==> src/rtl/uart_rx_if.sv <==
// Parallel-side bundle of the oversampling UART receiver: serial line and
// frame configuration in, received byte and per-frame strobes out.
interface uart_rx_if #(
  parameter int PRESCALE_WIDTH = 6
);
  logic                      RX_IN;
  logic                      PAR_EN;
  logic                      PAR_TYP;
  logic [PRESCALE_WIDTH-1:0] PRESCALE;
  logic [7:0]                P_DATA;
  logic                      DATA_VALID;
  logic                      PAR_ERR;
  logic                      STP_ERR;

  modport master (
    output RX_IN, PAR_EN, PAR_TYP, PRESCALE,
    input  P_DATA, DATA_VALID, PAR_ERR, STP_ERR
  );

  modport slave (
    input  RX_IN, PAR_EN, PAR_TYP, PRESCALE,
    output P_DATA, DATA_VALID, PAR_ERR, STP_ERR
  );
endinterface

==> src/rtl/uart_rx.sv <==
// Oversampling UART receiver: start-bit glitch filter, 3-sample majority vote
// at mid-bit, 8 data bits LSB first, optional parity, stop check.
module uart_rx #(
  parameter int PRESCALE_WIDTH = 6
) (
  input  logic     CLK,
  input  logic     RST,
  uart_rx_if.slave bus
);
  localparam int            PW  = PRESCALE_WIDTH;
  localparam logic [PW-1:0] ONE = PW'(1);

  typedef enum logic [2:0] {
    S_IDLE, S_START, S_DATA, S_PARITY, S_STOP
  } state_e;

  state_e        state_q, state_d;
  logic [PW-1:0] pres_q;
  logic [PW-1:0] edge_cnt_q, edge_cnt_d;
  logic [PW-1:0] half;
  logic [2:0]    bit_cnt_q;
  logic [7:0]    shreg_q;
  logic [2:0]    samp_q;
  logic          par_en_q, par_typ_q, par_bad_q;
  logic [7:0]    p_data_q;
  logic          dv_q, pe_q, se_q;

  logic start_det, last_edge, bit_val, exp_par;
  logic cnt_run, shift_en, par_chk, frame_done, frame_ok;

  assign half      = pres_q >> 1;
  assign start_det = (state_q == S_IDLE) && !bus.RX_IN;
  assign last_edge = (edge_cnt_q == pres_q - ONE);
  assign bit_val   = (samp_q[0] & samp_q[1]) | (samp_q[0] & samp_q[2]) |
                     (samp_q[1] & samp_q[2]);
  assign exp_par   = par_typ_q ? ~^shreg_q : ^shreg_q;
  assign frame_ok  = frame_done && !par_bad_q && bit_val;

  // The detecting IDLE cycle is edge 0 of the start bit, so counting resumes at 1.
  assign edge_cnt_d = start_det              ? ONE :
                      (cnt_run && !last_edge) ? edge_cnt_q + ONE : '0;

  always_ff @(posedge CLK or negedge RST) begin
    if (!RST) state_q <= S_IDLE;
    else      state_q <= state_d;
  end

  always_comb begin
    state_d = state_q;
    case (state_q)
      S_IDLE:   if (!bus.RX_IN) state_d = S_START;
      S_START:  if (last_edge) state_d = bit_val ? S_IDLE : S_DATA;
      S_DATA:   if (last_edge && bit_cnt_q == 3'd7)
                  state_d = par_en_q ? S_PARITY : S_STOP;
      S_PARITY: if (last_edge) state_d = S_STOP;
      S_STOP:   if (last_edge) state_d = S_IDLE;
      default:  state_d = S_IDLE;
    endcase
  end

  always_comb begin
    cnt_run    = 1'b0;
    shift_en   = 1'b0;
    par_chk    = 1'b0;
    frame_done = 1'b0;
    case (state_q)
      S_START:  cnt_run = 1'b1;
      S_DATA:   begin cnt_run = 1'b1; shift_en   = last_edge; end
      S_PARITY: begin cnt_run = 1'b1; par_chk    = last_edge; end
      S_STOP:   begin cnt_run = 1'b1; frame_done = last_edge; end
      default:  cnt_run = 1'b0;
    endcase
  end

  // Frame configuration is frozen at start detection for the whole frame.
  always_ff @(posedge CLK or negedge RST) begin
    if (!RST) begin
      pres_q    <= '0;
      par_en_q  <= 1'b0;
      par_typ_q <= 1'b0;
    end else if (start_det) begin
      pres_q    <= bus.PRESCALE;
      par_en_q  <= bus.PAR_EN;
      par_typ_q <= bus.PAR_TYP;
    end
  end

  always_ff @(posedge CLK or negedge RST) begin
    if (!RST) begin
      edge_cnt_q <= '0;
      samp_q     <= 3'b111;
    end else begin
      edge_cnt_q <= edge_cnt_d;
      if (cnt_run) begin
        if (edge_cnt_q == half - ONE) samp_q[0] <= bus.RX_IN;
        if (edge_cnt_q == half)       samp_q[1] <= bus.RX_IN;
        if (edge_cnt_q == half + ONE) samp_q[2] <= bus.RX_IN;
      end
    end
  end

  always_ff @(posedge CLK or negedge RST) begin
    if (!RST) begin
      bit_cnt_q <= '0;
      shreg_q   <= '0;
      par_bad_q <= 1'b0;
    end else begin
      if (start_det) begin
        bit_cnt_q <= '0;
        par_bad_q <= 1'b0;
      end
      if (shift_en) begin
        shreg_q[bit_cnt_q] <= bit_val;
        bit_cnt_q          <= bit_cnt_q + 3'd1;
      end
      if (par_chk) par_bad_q <= (bit_val != exp_par);
    end
  end

  // Strobes go out the cycle after the stop bit's last edge; P_DATA only moves on a clean frame.
  always_ff @(posedge CLK or negedge RST) begin
    if (!RST) begin
      p_data_q <= '0;
      dv_q     <= 1'b0;
      pe_q     <= 1'b0;
      se_q     <= 1'b0;
    end else begin
      dv_q <= frame_ok;
      pe_q <= frame_done && par_bad_q;
      se_q <= frame_done && !bit_val;
      if (frame_ok) p_data_q <= shreg_q;
    end
  end

  assign bus.P_DATA     = p_data_q;
  assign bus.DATA_VALID = dv_q;
  assign bus.PAR_ERR    = pe_q;
  assign bus.STP_ERR    = se_q;
endmodule

==> src/flat_wrapper.sv <==
// flat-port wrapper written by rule: the top's interface ports become plain ports
module uart_rx_flat 
#(
  parameter int PRESCALE_WIDTH = 6
)
  (CLK, RST, bus_RX_IN, bus_PAR_EN, bus_PAR_TYP, bus_PRESCALE, bus_P_DATA, bus_DATA_VALID, bus_PAR_ERR, bus_STP_ERR);
  uart_rx_if #(.PRESCALE_WIDTH(PRESCALE_WIDTH)) bus_i ();
  input  logic CLK;
  input  logic RST;
  input wire logic [$bits(bus_i.RX_IN)-1:0] bus_RX_IN;
  input wire logic [$bits(bus_i.PAR_EN)-1:0] bus_PAR_EN;
  input wire logic [$bits(bus_i.PAR_TYP)-1:0] bus_PAR_TYP;
  input wire logic [$bits(bus_i.PRESCALE)-1:0] bus_PRESCALE;
  output wire logic [$bits(bus_i.P_DATA)-1:0] bus_P_DATA;
  output wire logic [$bits(bus_i.DATA_VALID)-1:0] bus_DATA_VALID;
  output wire logic [$bits(bus_i.PAR_ERR)-1:0] bus_PAR_ERR;
  output wire logic [$bits(bus_i.STP_ERR)-1:0] bus_STP_ERR;
  assign bus_i.RX_IN = bus_RX_IN;
  assign bus_i.PAR_EN = bus_PAR_EN;
  assign bus_i.PAR_TYP = bus_PAR_TYP;
  assign bus_i.PRESCALE = bus_PRESCALE;
  assign bus_P_DATA = bus_i.P_DATA;
  assign bus_DATA_VALID = bus_i.DATA_VALID;
  assign bus_PAR_ERR = bus_i.PAR_ERR;
  assign bus_STP_ERR = bus_i.STP_ERR;
  uart_rx #(.PRESCALE_WIDTH(PRESCALE_WIDTH)) u_core (.CLK(CLK), .RST(RST), .bus(bus_i));
endmodule
==> config.mk <==
export PLATFORM = sky130hd
export DESIGN_NAME = uart_rx_flat
export DESIGN_NICKNAME = d
export VERILOG_FILES = /design/src/rtl/uart_rx_if.sv /design/src/rtl/uart_rx.sv /design/src/flat_wrapper.sv
export SDC_FILE = /design/constraint.sdc
export NUM_CORES = 1
export LEC_CHECK = 0
export BUFFER_PORTS_ARGS = -buffer_cell sky130_fd_sc_hd__clkbuf_2
export CORE_UTILIZATION = 55
export CTS_BUF_LIST = sky130_fd_sc_hd__clkbuf_2 sky130_fd_sc_hd__clkbuf_4 sky130_fd_sc_hd__clkbuf_8
export CTS_CLUSTER_SIZE = 30
export DETAILED_ROUTE_END_ITERATION = 8
export PLACE_DENSITY = 0.77
export SLEW_MARGIN = 30
export SYNTH_ARGS = -nofsm -noshare
export SYNTH_HDL_FRONTEND = slang
export SYNTH_SLANG_ARGS = --single-unit
export TNS_END_PERCENT = 1
==> constraint.sdc <==
create_clock -name CLK -period 2.4 [get_ports CLK]
set_input_delay 0.12 -clock CLK [delete_from_list [all_inputs] [get_ports CLK]]
set_output_delay 0.12 -clock CLK [all_outputs]
set_load 0.02 [all_outputs]
== Word-level counts from Yosys, hierarchy flattened ==
Cells that the tools add are included.
Storage, ports and cells
  register bits after elaboration: 43
  output and inout port bits: 11
Cells by class
  $add $sub $neg: 5
  $lt $le $gt $ge: 2
  equality and inequality tests: 15
  mux-type cells: 22
  bitwise logic cells: 5
  reduce and logical (&&, ||, !) cells: 22
Operator list (count)
  $mux W3: 8
  $eq A6 B6 Y1: 3
  $pmux W3 S5: 1
  $mux W6: 2
  $bwmux W8: 1
  $logic_and A1 B1 Y1: 8
  $mux W1: 8
  $ne A2 B1 Y1 const B: 4
  $reduce_xnor A8 Y1: 1
  $reduce_xor A8 Y1: 1
  $add A5 B1 Y6 const B: 1
  $add A6 B1 Y6 const B: 1
  $eq A3 B2 Y1 const B: 2
  $eq A3 B3 Y1 const B: 2
  $eq A6 B5 Y1: 1
  $reduce_and A2 Y1: 3
  $sub A5 B1 Y6 const B: 1
  $sub A6 B1 Y6 const B: 1
  $reduce_and A5 Y1: 1
  $logic_not A1 Y1: 4
  $lt A3 B4 Y1 const B: 1
  $reduce_bool A2 Y1: 2
  $reduce_or A4 Y1: 1
  $add A3 B1 Y3 const B: 1
  other kinds (9): 12

== Logic depth before layout (Yosys ltp) ==
Gate-level depths: netlist (run 1).
  word-level depth: 6
  gate-level depth with buffers: 8
  gate-level depth less buffers: 7

== Worst setup path after synthesis (run 1) ==
Ideal clock, no wire load.
  path type: register to register
  from: register u_core.pres_q[2]
  to: register u_core.shreg_q[0]
  library setup time: 0.125 ns
  data arrival time: 2.187 ns
  path slack: 0.088 ns
  stages on the path, launching flop included: 9
  buffers on the path: 1
  period minus slack after synthesis: 2.312 ns
  cell sequence: dfrtp_1 -> inv_1 -> ha_1 -> a21boi_0 -> and3_1 -> o2111ai_1 -> clkbuf_1 -> nor4_1 -> mux2_2
On the way
  word-level cells in the longest chain between the ends: 3
RTL lines
  start, declared: RTL line uart_rx.sv:18  | logic [PW-1:0] pres_q;
  start signal, assigned: RTL line uart_rx.sv:82  | pres_q <= bus.PRESCALE;
  $sub A6 B1 Y6: RTL line uart_rx.sv:33  | assign last_edge = (edge_cnt_q == pres_q - ONE);
  $eq A6 B6 Y1: RTL line uart_rx.sv:33
  $mux W1: RTL line uart_rx.sv:66  | case (state_q)
  end signal, assigned by index: RTL line uart_rx.sv:113  | shreg_q[bit_cnt_q] <= bit_val;
  end, declared: RTL line uart_rx.sv:22  | logic [7:0] shreg_q;
No other way between the ends.
A chain may end at the register's enable or synchronous reset.

== Worst setup path after layout (run 1) ==
  from: register u_core.pres_q[1]
  to: register u_core.shreg_q[6]
The elaborated chain is that of the path after synthesis.

==> summary.txt, run 1 <==
Pwr
  – Internal power: 1.977 mW
  – Pwr Density: 1189 nW/um2
  – Sw Pwr: roughly 1.6 mW
  – Clk pwr share: 15.9%
  – Leak: approximately 1.3 nW
  – Net Sw Frac: 43.98%
  – Power consumption: ~3.5 mW
  – Register share of total power: 33.1%
  – Peak supply drop: 879.3 uV
  – Comb power frac: 51.0%

Yosys
  – Post-synth top flop: dfrtp_1
  – Flops & latches, synth: 43
  – FFs w/ async S/R, synth: between 90% and 100%
  – Synth Warn #: 0
  – Net Count, Synth: 273
  – Mapped Cells: 255
  – Largest cells by area after synthesis: dfrtp_1 (39%), mux2_2 (8.3%), xnor2_1 (4.8%), xor2_1 (4.1%), ha_1 (3.4%)
  – Synth Cell Area: ~2600 um2
  – Top cell type's share of synthesized area: 39.04%
  – Number of flops mapped to enable cells by yosys: 0
  – Synth Area per Inst: 10.05 um2
  – Synth cell types: between 40 and 50
  – Post-synthesis sequential area ratio: 42.12%
  – Yosys top cell by area: dfrtp_1

Route
  – Final WL: 5.471 mm
  – Routed len/inst: approximately 16 um
  – Via count: 2027
  – Post-route antenna net violation count: 0
  – DR vias/cell: around 6
  – Wire length on met2: between 2 and 3 mm
  – Met3 Wirelength: 199 um
  – Met1 WL: 2.440 mm
  – Uppermost layer routed: met4
  – TritonRoute pass-1 iters: 4
  – Detailed-route DRC error count: 0
  – Iter 0 DRT Violations: 64

GRT
  – Vias in the first global route: 1862
  – GRT Resource Usage Total: a little under a quarter
  – Initial antenna violation count: 0
  – First-pass GRT wire length: slightly above 9 mm
  – Largest net degree at the start of global routing: 44
  – GRT overflow: 0

Place
  – Post-DP HPWL: 3.883 mm
  – PortBufs: 21
  – Post-DP Area: around 2800 um2
  – GPL Wtd Cong: roughly 0.80
  – Place WS: -0.06081 ns

Setup path
  – Req. time, crit path: 2.58 ns
  – Critical Path End Type: register
  – CP Class: register to register
  – Critical Path AT: 2.48 ns
  – Worst setup SP type: register
  – Crit path largest cell delay: 0.38 ns
  – Worst-path maximum fanout: 11
  – CP delay by family, top: simple AND/OR/NAND/NOR gates
  – Bufs and invs on worst path: 2
  – Critical path cell sequence: inv_1 -> ha_1 -> a21boi_2 -> and3_1 -> o2111ai_1 -> buf_4 -> nor4_2 -> mux2_2
  – Crit-path slowest cell: dfrtp_1

STA
  – Tcrit/Tclk final: approximately 96%
  – Setup TNS Final: 0 ns
  – # setup viols final: 0
  – RSZ-0062 raised after global routing: yes
  – Final min period: 2.298 ns
  – Worst Slack Setup Final: 0.1015 ns
  – Final Max Slew Viols: 0
  – Clock skew: 0.007398 ns
  – Hold Fails Final Rpt: 0
  – Hold Slack: 0.01770 ns
  – Maximum clock rate: 435.1 MHz
  – Max_slew headroom: roughly half
  – Slew @ Worst Pin: 0.7718 ns

Floorplanning
  – Initial Utilization: between 50 and 60%
  – CORE AREA: roughly 4400 um2
  – Chip width: about 70 um
  – I/O pin total: 22
  – DIE HEIGHT: between 70 and 80 um
  – FP Rows: 24
  – Die ar.: 4939 um2

Finish
  – Syn-to-layout area delta: 15.76%
  – Antenna cells: 0
  – Most common cell after layout, fill and taps aside: dfrtp_1
  – Area of the multi-input gates: 1440 um2
  – Most frequent cells in the layout: dfrtp_1 (40), nand2_1 (22), clkbuf_2 (21), mux2_2 (19), xnor2_1 (14)
  – Number of fill cells: around 340
  – Share of cells above drive strength 1: 28.07%
  – Nets: 302
  – Register area: 1080 um2
  – Design Area, Final: just under 3000 um2

Clocking
  – TritonCTS clock tree: done
  – Clock transition at path regs: around 0.08 ns
  – Max clock buf depth: 2
  – Num Clock Sinks: 43
  – Worst skew pair latency: 0.30 ns
  – Clock root buffer: clkbuf_8
  – H-tree levels: 2
  – Num CTS Buffers: 5

Outcome
  – Status: finished, final reports clean

Flow run
  – MaxCap Viol Count: 0

Min path
  – Hold Crit Class: input pin to register
-- per-stage QoR --
stage / instances / util [%]
2_1_floorplan: 255 / -
3_3_place_gp: 328 / 63.38
3_5_place_dp: 328 / 63.38
4_1_cts: 337 / 66.16
5_1_grt: 337 / 67.23
6_report: 337 / 67.23
-- area by class of cell --
class / count / share of cell area [%]
multi-input combinational: 188 / 48.52
clock buffer: 5 / 2.319
tap: 52 / 2.192
timing repair buffer: 36 / 7.841
sequential: 43 / 36.38
inverter: 10 / 1.265
clock inverter: 3 / 1.476
-- synthesized netlist by cell type, types with 2 or more instances --
| master | instances |
|---|---|
| o2111ai_1 | 2 |
| a21oi_1 | 6 |
| mux2_2 | 19 |
| xor2_1 | 12 |
| nand4_1 | 4 |
| a211oi_1 | 2 |
| mux2i_1 | 4 |
| o21a_1 | 2 |
| nor3_1 | 9 |
| inv_1 | 10 |
| clkbuf_1 | 8 |
| xnor2_1 | 14 |
| dfrtp_1 | 40 |
| nand3_1 | 9 |
| nor2_1 | 13 |
| nor4_1 | 11 |
| nand2_1 | 22 |
| o2111a_1 | 3 |
| nand2b_1 | 4 |
| nand4b_1 | 3 |
| nor3b_1 | 2 |
| buf_2 | 6 |
| nor2b_1 | 4 |
| o31ai_1 | 2 |
| nand3b_1 | 3 |
| o21ai_0 | 8 |
| and3_1 | 3 |
| ha_1 | 7 |
| dfstp_2 | 3 |
-- worst min-delay path: stages --
cell      delay [ns]
clkbuf_2        0.07
nand2_1         0.04
nand2_1         0.05
-- state kept, by name, summed over array words and instances, names as in the netlist --
| signal | flops |
|---|---|
| u_core.bit_cnt_q | 3 |
| u_core.bus.DATA_VALID | 1 |
| u_core.bus.PAR_ERR | 1 |
| u_core.bus.P_DATA | 8 |
| u_core.bus.STP_ERR | 1 |
| u_core.edge_cnt_q | 6 |
| u_core.par_bad_q | 1 |
| u_core.par_en_q | 1 |
| u_core.par_typ_q | 1 |
| u_core.pres_q | 6 |
| u_core.samp_q | 3 |
| u_core.shreg_q | 8 |
| u_core.state_q | 3 |
-- logic make-up after synthesis --
group                      share of synthesized area, %
AOI/OAI and AO/OA                                 10.30
xor gates and xnor gates                          8.882
adders and majority gates                         3.807
buffers and inverters                             3.807
DFF                                               42.12
muxes                                             10.35
and+or+nand+nor                                   20.74
-- power groups by stage --
stage	sequential (mW)	clock, mW	combinational [mW]
final	1.17	0.560	1.80
after CTS	1.16	0.563	1.72
after global placement	1.17	0	1.66
after global routing	1.19	0.586	1.99
after detailed placement	1.18	0	1.71
after floorplan	1.05	0	1.37
-- path summary, 6_finish.rpt --
path	slack [ns]	start	depth (start not counted)	to
worst min register to register	0.51	u_core.bus.P_DATA[5]	1	u_core.bus.P_DATA[5]
worst max-delay path	0.10	u_core.pres_q[1]	8	u_core.shreg_q[6]
worst max register to register	0.10	u_core.pres_q[1]	8	u_core.shreg_q[6]
max in group asynchronous	1.60	RST	3	u_core.samp_q[0]
min in group asynchronous	0.41	RST	3	u_core.edge_cnt_q[2]
worst min-delay path	0.02	bus_PAR_TYP	3	u_core.par_typ_q
-- per-layer routing --
metal  GRT usage, %  vias to the layer above
met1          31.77                      999
met4          6.889                        0
met5              0                        -
met2          39.37                       49
met3          4.185                        6
li1               -                      973
-- timing repair --
item / 4_1_cts / 5_1_grt
hold buffers: 1 / 0
gates resized for setup: 1 / 8
cloned: 0 / 0
setup endpoints to repair: 7 / 16
endpoints found under the hold margin: 40 / 0
setup buffers: 0 / 0
(Power assumes the default switching activity.)
==> inputs of run 2 (changes only) <==
- MAX_ROUTING_LAYER: default -> met4
==> run 2 against run 1 <==
Worst setup slack lost 0.013 ns; register-to-register slack is essentially flat; hold slack is essentially flat; global-route usage grew 0.71 points; utilization is the same; first-iteration DRC count is the same; fmax shrank 0.56%; cell area is the same.
==> summary.txt, run 2 (synthesis results as in run 1) <==
STA
  – Final Max Slew Viols: 0
  – Maximum clock rate: between 400 and 500 MHz
  – # setup viols final: 0
  – Clock skew: 0.007694 ns
  – Hold Fails Final Rpt: 0
  – Setup TNS Final: 0 ns
  – Max_slew headroom: between 40% and 50%
  – Slew @ Worst Pin: 0.7659 ns
  – Final min period: 2.311 ns
  – RSZ-0062 raised after global routing: yes
  – Tcrit/Tclk final: 96.31%

Setup path
  – Req. time, crit path: between 2 and 3 ns
  – Critical path cell sequence: inv_1 -> ha_1 -> a21boi_2 -> and3_1 -> o2111ai_1 -> buf_4 -> nor4_2 -> mux2_2
  – Critical Path AT: approximately 2.5 ns
  – CP Class: register to register
  – Crit path largest cell delay: approximately 0.38 ns
  – Worst setup SP type: register
  – Crit-path slowest cell: dfrtp_1
  – Critical Path End Type: register
  – Worst-path maximum fanout: 11

Route
  – Routed len/inst: 16.16 um
  – Post-route antenna net violation count: 0
  – Detailed-route DRC error count: 0
  – DR vias/cell: 5.923
  – Final WL: 5.445 mm
  – Iter 0 DRT Violations: 64
  – TritonRoute pass-1 iters: 4
  – Via count: 1996

Place
  – PortBufs: 21
  – GPL Wtd Cong: between 0.8 and 0.9
  – Post-DP HPWL: 3.883 mm
  – Post-DP Area: between 2000 and 3000 um2

Finish
  – Share of cells above drive strength 1: 28.07%
  – Most frequent cells in the layout: dfrtp_1 (40), nand2_1 (22), clkbuf_2 (21), mux2_2 (19), xnor2_1 (14)
  – Syn-to-layout area delta: 15.76%
  – Antenna cells: 0
  – Design Area, Final: between 2000 and 3000 um2
  – Nets: 302
  – Most common cell after layout, fill and taps aside: dfrtp_1

Floorplanning
  – Chip width: 70.28 um
  – CORE AREA: 4414 um2
  – Initial Utilization: 58.08%
  – FP Rows: 24
  – Die ar.: 4939 um2
  – DIE HEIGHT: ~70 um
  – I/O pin total: 22

GRT
  – Largest net degree at the start of global routing: 44
  – Initial antenna violation count: 0
  – GRT overflow: 0
  – GRT Resource Usage Total: approximately 24%
  – First-pass GRT wire length: 9.128 mm
  – Vias in the first global route: 1861

Clocking
  – TritonCTS clock tree: done
  – Clock root buffer: clkbuf_8
  – Worst skew pair latency: 0.30 ns
  – H-tree levels: 2
  – Clock transition at path regs: 0.08 ns
  – Num CTS Buffers: 5
  – Num Clock Sinks: 43
  – Post-CTS setup repair buffer count: 0
  – Max clock buf depth: 2

Pwr
  – Peak supply drop: 877.4 uV
  – Leak: 1.349 nW
  – Pwr Density: 1187 nW/um2

Flow run
  – MaxCap Viol Count: 0

Outcome
  – Status: finished, final reports clean

Min path
  – Hold Crit Class: input pin to register
[run 2: layout make-up]
class | instances | area (um2)
Sequential cell | 43 | 1080
Multi-Input combinational cell | 188 | 1440
Tap cell | 52 | 65.06
Fill cell | 336 | 1446
Inverter | 10 | 37.54
Timing Repair Buffer | 36 | 232.7
Clock buffer | 5 | 68.82
Clock inverter | 3 | 43.79
[run 2: worst max-delay path, delay by kind of cell, from the launching register on]
family / cells / cell delay (ns)
fa+ha+maj: 1 / 0.23
simple gates: 2 / 0.51
mux: 1 / 0.38
compound gates: 2 / 0.37
flops: 1 / 0.38
buf+inv: 2 / 0.35
[run 2: per-layer routing]
layer / global-route usage (%) / up-vias / part of all wire (%)
li1: - / 974 / -
met2: 39.26 / 30 / 51
met5: - / - / 0
met1: 31.96 / 986 / 45
met3: 4.185 / 6 / 2.8
met4: 6.889 / 0 / 1.2
[run 2: power breakdown]
| part | switching (mW) | total [mW] | leakage [nW] | internal (mW) |
|---|---|---|---|---|
| combinational | 1.04 | 1.80 | 0.729 | 0.760 |
| sequential | 0.259 | 1.17 | 0.562 | 0.907 |
| clock | 0.250 | 0.560 | 0.0581 | 0.310 |
[run 2: timing repair]
action | in CTS | in global routing
endpoints found under the hold margin | 40 | 0
resized for setup | 1 | 8
pin swaps | 0 | 0
hold buffers | 1 | 0
setup endpoints to repair | 7 | 16
cloned | 0 | 0
[run 2: worst paths after layout]
check                                     start                    to  slack (ns)  cells after the start
setup / recovery               u_core.pres_q[1]     u_core.shreg_q[6]        0.09                      8
hold / removal                      bus_PAR_TYP      u_core.par_typ_q        0.02                      3
setup reg to reg               u_core.pres_q[1]     u_core.shreg_q[6]        0.09                      8
hold reg to reg            u_core.bus.P_DATA[5]  u_core.bus.P_DATA[5]        0.51                      1
max in group asynchronous                   RST      u_core.samp_q[0]        1.59                      3
min in group asynchronous                   RST  u_core.edge_cnt_q[2]        0.42                      3
[run 2: metrics by stage]
step | power (mW) | setup WS, ns | hold slack [ns] | std cells | utilization, %
5_1_grt | 3.766 | -0.02255 | 0.03336 | 337 | 67.23
4_1_cts | 3.449 | 0.01537 | 0.01851 | 337 | 66.16
6_report | 3.522 | 0.08865 | 0.01781 | 337 | 67.23
3_5_place_dp | 2.882 | -0.06081 | 0.2249 | 328 | 63.38
2_1_floorplan | 2.413 | 0.08808 | -0.1756 | 255 | -
3_3_place_gp | 2.830 | 0.07270 | 0.2156 | 328 | 63.38
==> inputs of run 3 (changes only) <==
- ABC_AREA: default -> 1
- CORE_MARGIN: default -> 5
- CORE_UTILIZATION: 55 -> 40
- PLACE_DENSITY: 0.77 -> 0.59
==> run 3 against run 2 <==
Utilization fell by 22 points; via count rose by 6.0%; non-clock buffer count fell by 11; die area rose by 67%; routed wire length fell by 5.2%; hold slack improved by 0.052 ns; synthesized area rose by 2.1%; sequential cell count did not move; sequential power fell by 6%; clock power fell by 19%; cell area fell by 3.1%; largest power group unchanged.
==> summary.txt, run 3 <==
Yosys
  – Number of flops mapped to enable cells by yosys: 0
  – Synth Cell Area: 2619 um2
  – Most common library cells after synthesis: nand2_1 (109), dfrtp_1 (40), nand3_1 (38)
  – Net Count, Synth: 363
  – Top cell type's share of synthesized area: 38.22%
  – Synth cell types: 34
  – Largest cells by area after synthesis: dfrtp_1 (38%), nand2_1 (16%), nand3_1 (7.3%), inv_1 (4.9%), nor2_1 (4.9%)
  – Yosys top cell by area: dfrtp_1
  – Post-synth top flop: dfrtp_1
  – Mapped Cells: 345
  – Synth Area per Inst: around 7.6 um2
  – Synth Warn #: 0
  – Flops & latches, synth: between 40 and 50
  – Count leader, synth: nand2_1
  – Post-synthesis sequential area ratio: 41.23%
  – FFs w/ async S/R, synth: 100.0%

STA
  – Tcrit/Tclk final: a little over four fifths
  – Maximum clock rate: 495.1 MHz
  – Final Max Slew Viols: 0
  – Setup TNS Final: 0 ns
  – Slew @ Worst Pin: 0.6308 ns
  – Final min period: 2.020 ns
  – RSZ-0062 raised after global routing: no
  – # setup viols final: 0
  – Hold Fails Final Rpt: 0
  – Clock skew: 0.009572 ns
  – Max_slew headroom: 57.79%

Floorplanning
  – CORE AREA: ~6300 um2
  – Initial Utilization: 41.24%
  – Chip width: approximately 91 um
  – FP Rows: 29
  – I/O pin total: 22
  – DIE HEIGHT: between 90 and 100 um
  – Die ar.: between 8000 and 9000 um2

Clocking
  – H-tree levels: 2
  – Post-CTS setup repair buffer count: 0
  – Max clock buf depth: 2
  – Num Clock Sinks: 43
  – Num CTS Buffers: 5
  – Clock transition at path regs: 0.08 ns
  – Worst skew pair latency: 0.29 ns
  – Clock root buffer: clkbuf_8
  – TritonCTS clock tree: done

Route
  – Uppermost layer routed: met4
  – TritonRoute pass-1 iters: 5
  – Wire length on met2: 2.451 mm
  – Post-route antenna net violation count: 0
  – Via count: 2116
  – Met3 Wirelength: 176 um
  – Routed len/inst: 11.57 um
  – Met1 WL: between 2 and 3 mm
  – Iter 0 DRT Violations: 74
  – Detailed-route DRC error count: 0
  – DR vias/cell: 4.744
  – Final WL: 5.161 mm

Finish
  – Most frequent cells in the layout: nand2_1 (109), dfrtp_1 (40), nand3_1 (38), inv_1 (34), nor2_1 (34)
  – Design Area, Final: 2877 um2
  – Antenna cells: 0
  – Syn-to-layout area delta: 9.842%
  – Fin cells: 446
  – Most common cell after layout, fill and taps aside: nand2_1
  – Nets: 386
  – Share of cells above drive strength 1: 15.18%

Setup path
  – Req. time, crit path: 2.59 ns
  – Worst-path maximum fanout: 10
  – Critical Path AT: 2.21 ns
  – Cell count of the worst reg-to-reg path: 14
  – R2r endpoint: u_core.bit_cnt_q[0]
  – Worst r2r src: u_core.pres_q[1]
  – Worst setup SP type: register
  – CP Class: register to register
  – R2R setup slack: roughly 0.38 ns
  – Critical Path End Type: register

Flow run
  – MaxCap Viol Count: 0

Place
  – GPL Wtd Cong: 0.8152
  – Post-DP Area: 2766 um2
  – PortBufs: 21
  – Post-DP HPWL: just under 4 mm
  – Dpl cells: roughly 440

GRT
  – Largest net degree at the start of global routing: between 40 and 50
  – GRT Resource Usage Total: 13.69%
  – Vias in the first global route: 2033
  – Initial antenna violation count: 0
  – First-pass GRT wire length: a little over 9 mm
  – GRT overflow: 0

Outcome
  – Status: finished, final reports clean

Min path
  – Hold EP: u_core.samp_q[2]
  – Hold Crit Depth: 3
  – Hold Crit Class: input pin to register
  – HP Start: bus_RX_IN

Pwr
  – Pwr Density: around 1000 nW/um2
  – Leak: 1.546 nW
  – Peak supply drop: 549.3 uV
run 3: cell types whose count changed in the layout (fill, tap and decap cells not counted), moves of 8 or more:
cell | before | now
buf_4 | 13 | 3
nor2_1 | 13 | 34
inv_1 | 10 | 34
nand2_1 | 22 | 109
nor4_2 | 8 | 0
nand3_1 | 9 | 38
mux2_2 | 19 | 1
run 3: stage by stage:
step,power [mW],utilization [%],setup slack [ns],hold slack [ns]
CTS,2.919,45.12,0.2783,0.06727
finish,2.890,45.30,0.3800,0.06992
global route,3.188,45.30,0.07171,0.07344
global placement,2.438,43.57,0.3532,0.2304
detailed placement,2.460,43.57,0.2764,0.2339
floorplan,2.179,-,0.5998,-0.1756
run 3: how the worst max path moves through the flow:
stage | from | to | slack [ns] | cells past startpoint
after floorplan | u_core.pres_q[1] | u_core.bit_cnt_q[0] | 0.60 | 14
after global placement | u_core.pres_q[1] | u_core.shreg_q[0] | 0.35 | 14
after detailed placement | u_core.pres_q[1] | u_core.bit_cnt_q[0] | 0.28 | 14
after CTS | u_core.pres_q[1] | u_core.bit_cnt_q[0] | 0.28 | 14
after global routing | u_core.pres_q[1] | u_core.shreg_q[3] | 0.07 | 13
final | u_core.pres_q[1] | u_core.bit_cnt_q[0] | 0.38 | 14
run 3: cell families after synthesis:
family / after synthesis / share of synthesized area [%]
simple gates: 205 / 35.21
buf+inv: 50 / 8.839
flops: 43 / 41.23
xor+xnor: 22 / 7.358
compound gates: 16 / 3.201
fa+ha+maj: 8 / 3.727
mux: 1 / 0.4300
run 3: area by class of cell:
cell class,instances,area [um2]
fillers,653,3473
well taps,77,96.34
repair buffers,25,137.6
flip-flops and latches,43,1080
clock inverters,2,12.51
multi-input cells,253,1319
inverters,40,155.1
clock buffers,6,76.32
run 3: worst max-delay path, cell delays in order, from the launching register on:
cell and delay, ns:
dfrtp_1 0.44, inv_1 0.13, ha_1 0.24, inv_1 0.06, nand2_1 0.06, nand2_1 0.07
nand2_1 0.05, nand2_1 0.09, nand2_2 0.07, nor2_4 0.14, nand2_4 0.11, nor2_4 0.25
inv_2 0.07, nand3_1 0.07, nand2_1 0.05
run 3: report_power, final:
group          total (mW)  switching (mW)  internal, mW  leakage [nW]
Clock               0.452           0.237         0.215        0.0446
Combinational        1.34           0.849         0.488         0.941
Sequential           1.10           0.214         0.887         0.560
Total                2.89            1.30          1.59          1.55
run 3: repair_timing:
item / in CTS / in global routing
hold buffers: 1 / 0
gates resized for setup: 0 / 1
setup endpoints to repair: 0 / 11
hold endpoints to repair: 40 / 0
run 3: layer usage:
metal	vias up	global-route usage, %
met5	-	-
met4	0	2.567
met3	3	2.833
met2	28	22.70
met1	961	17.49
li1	1124	-
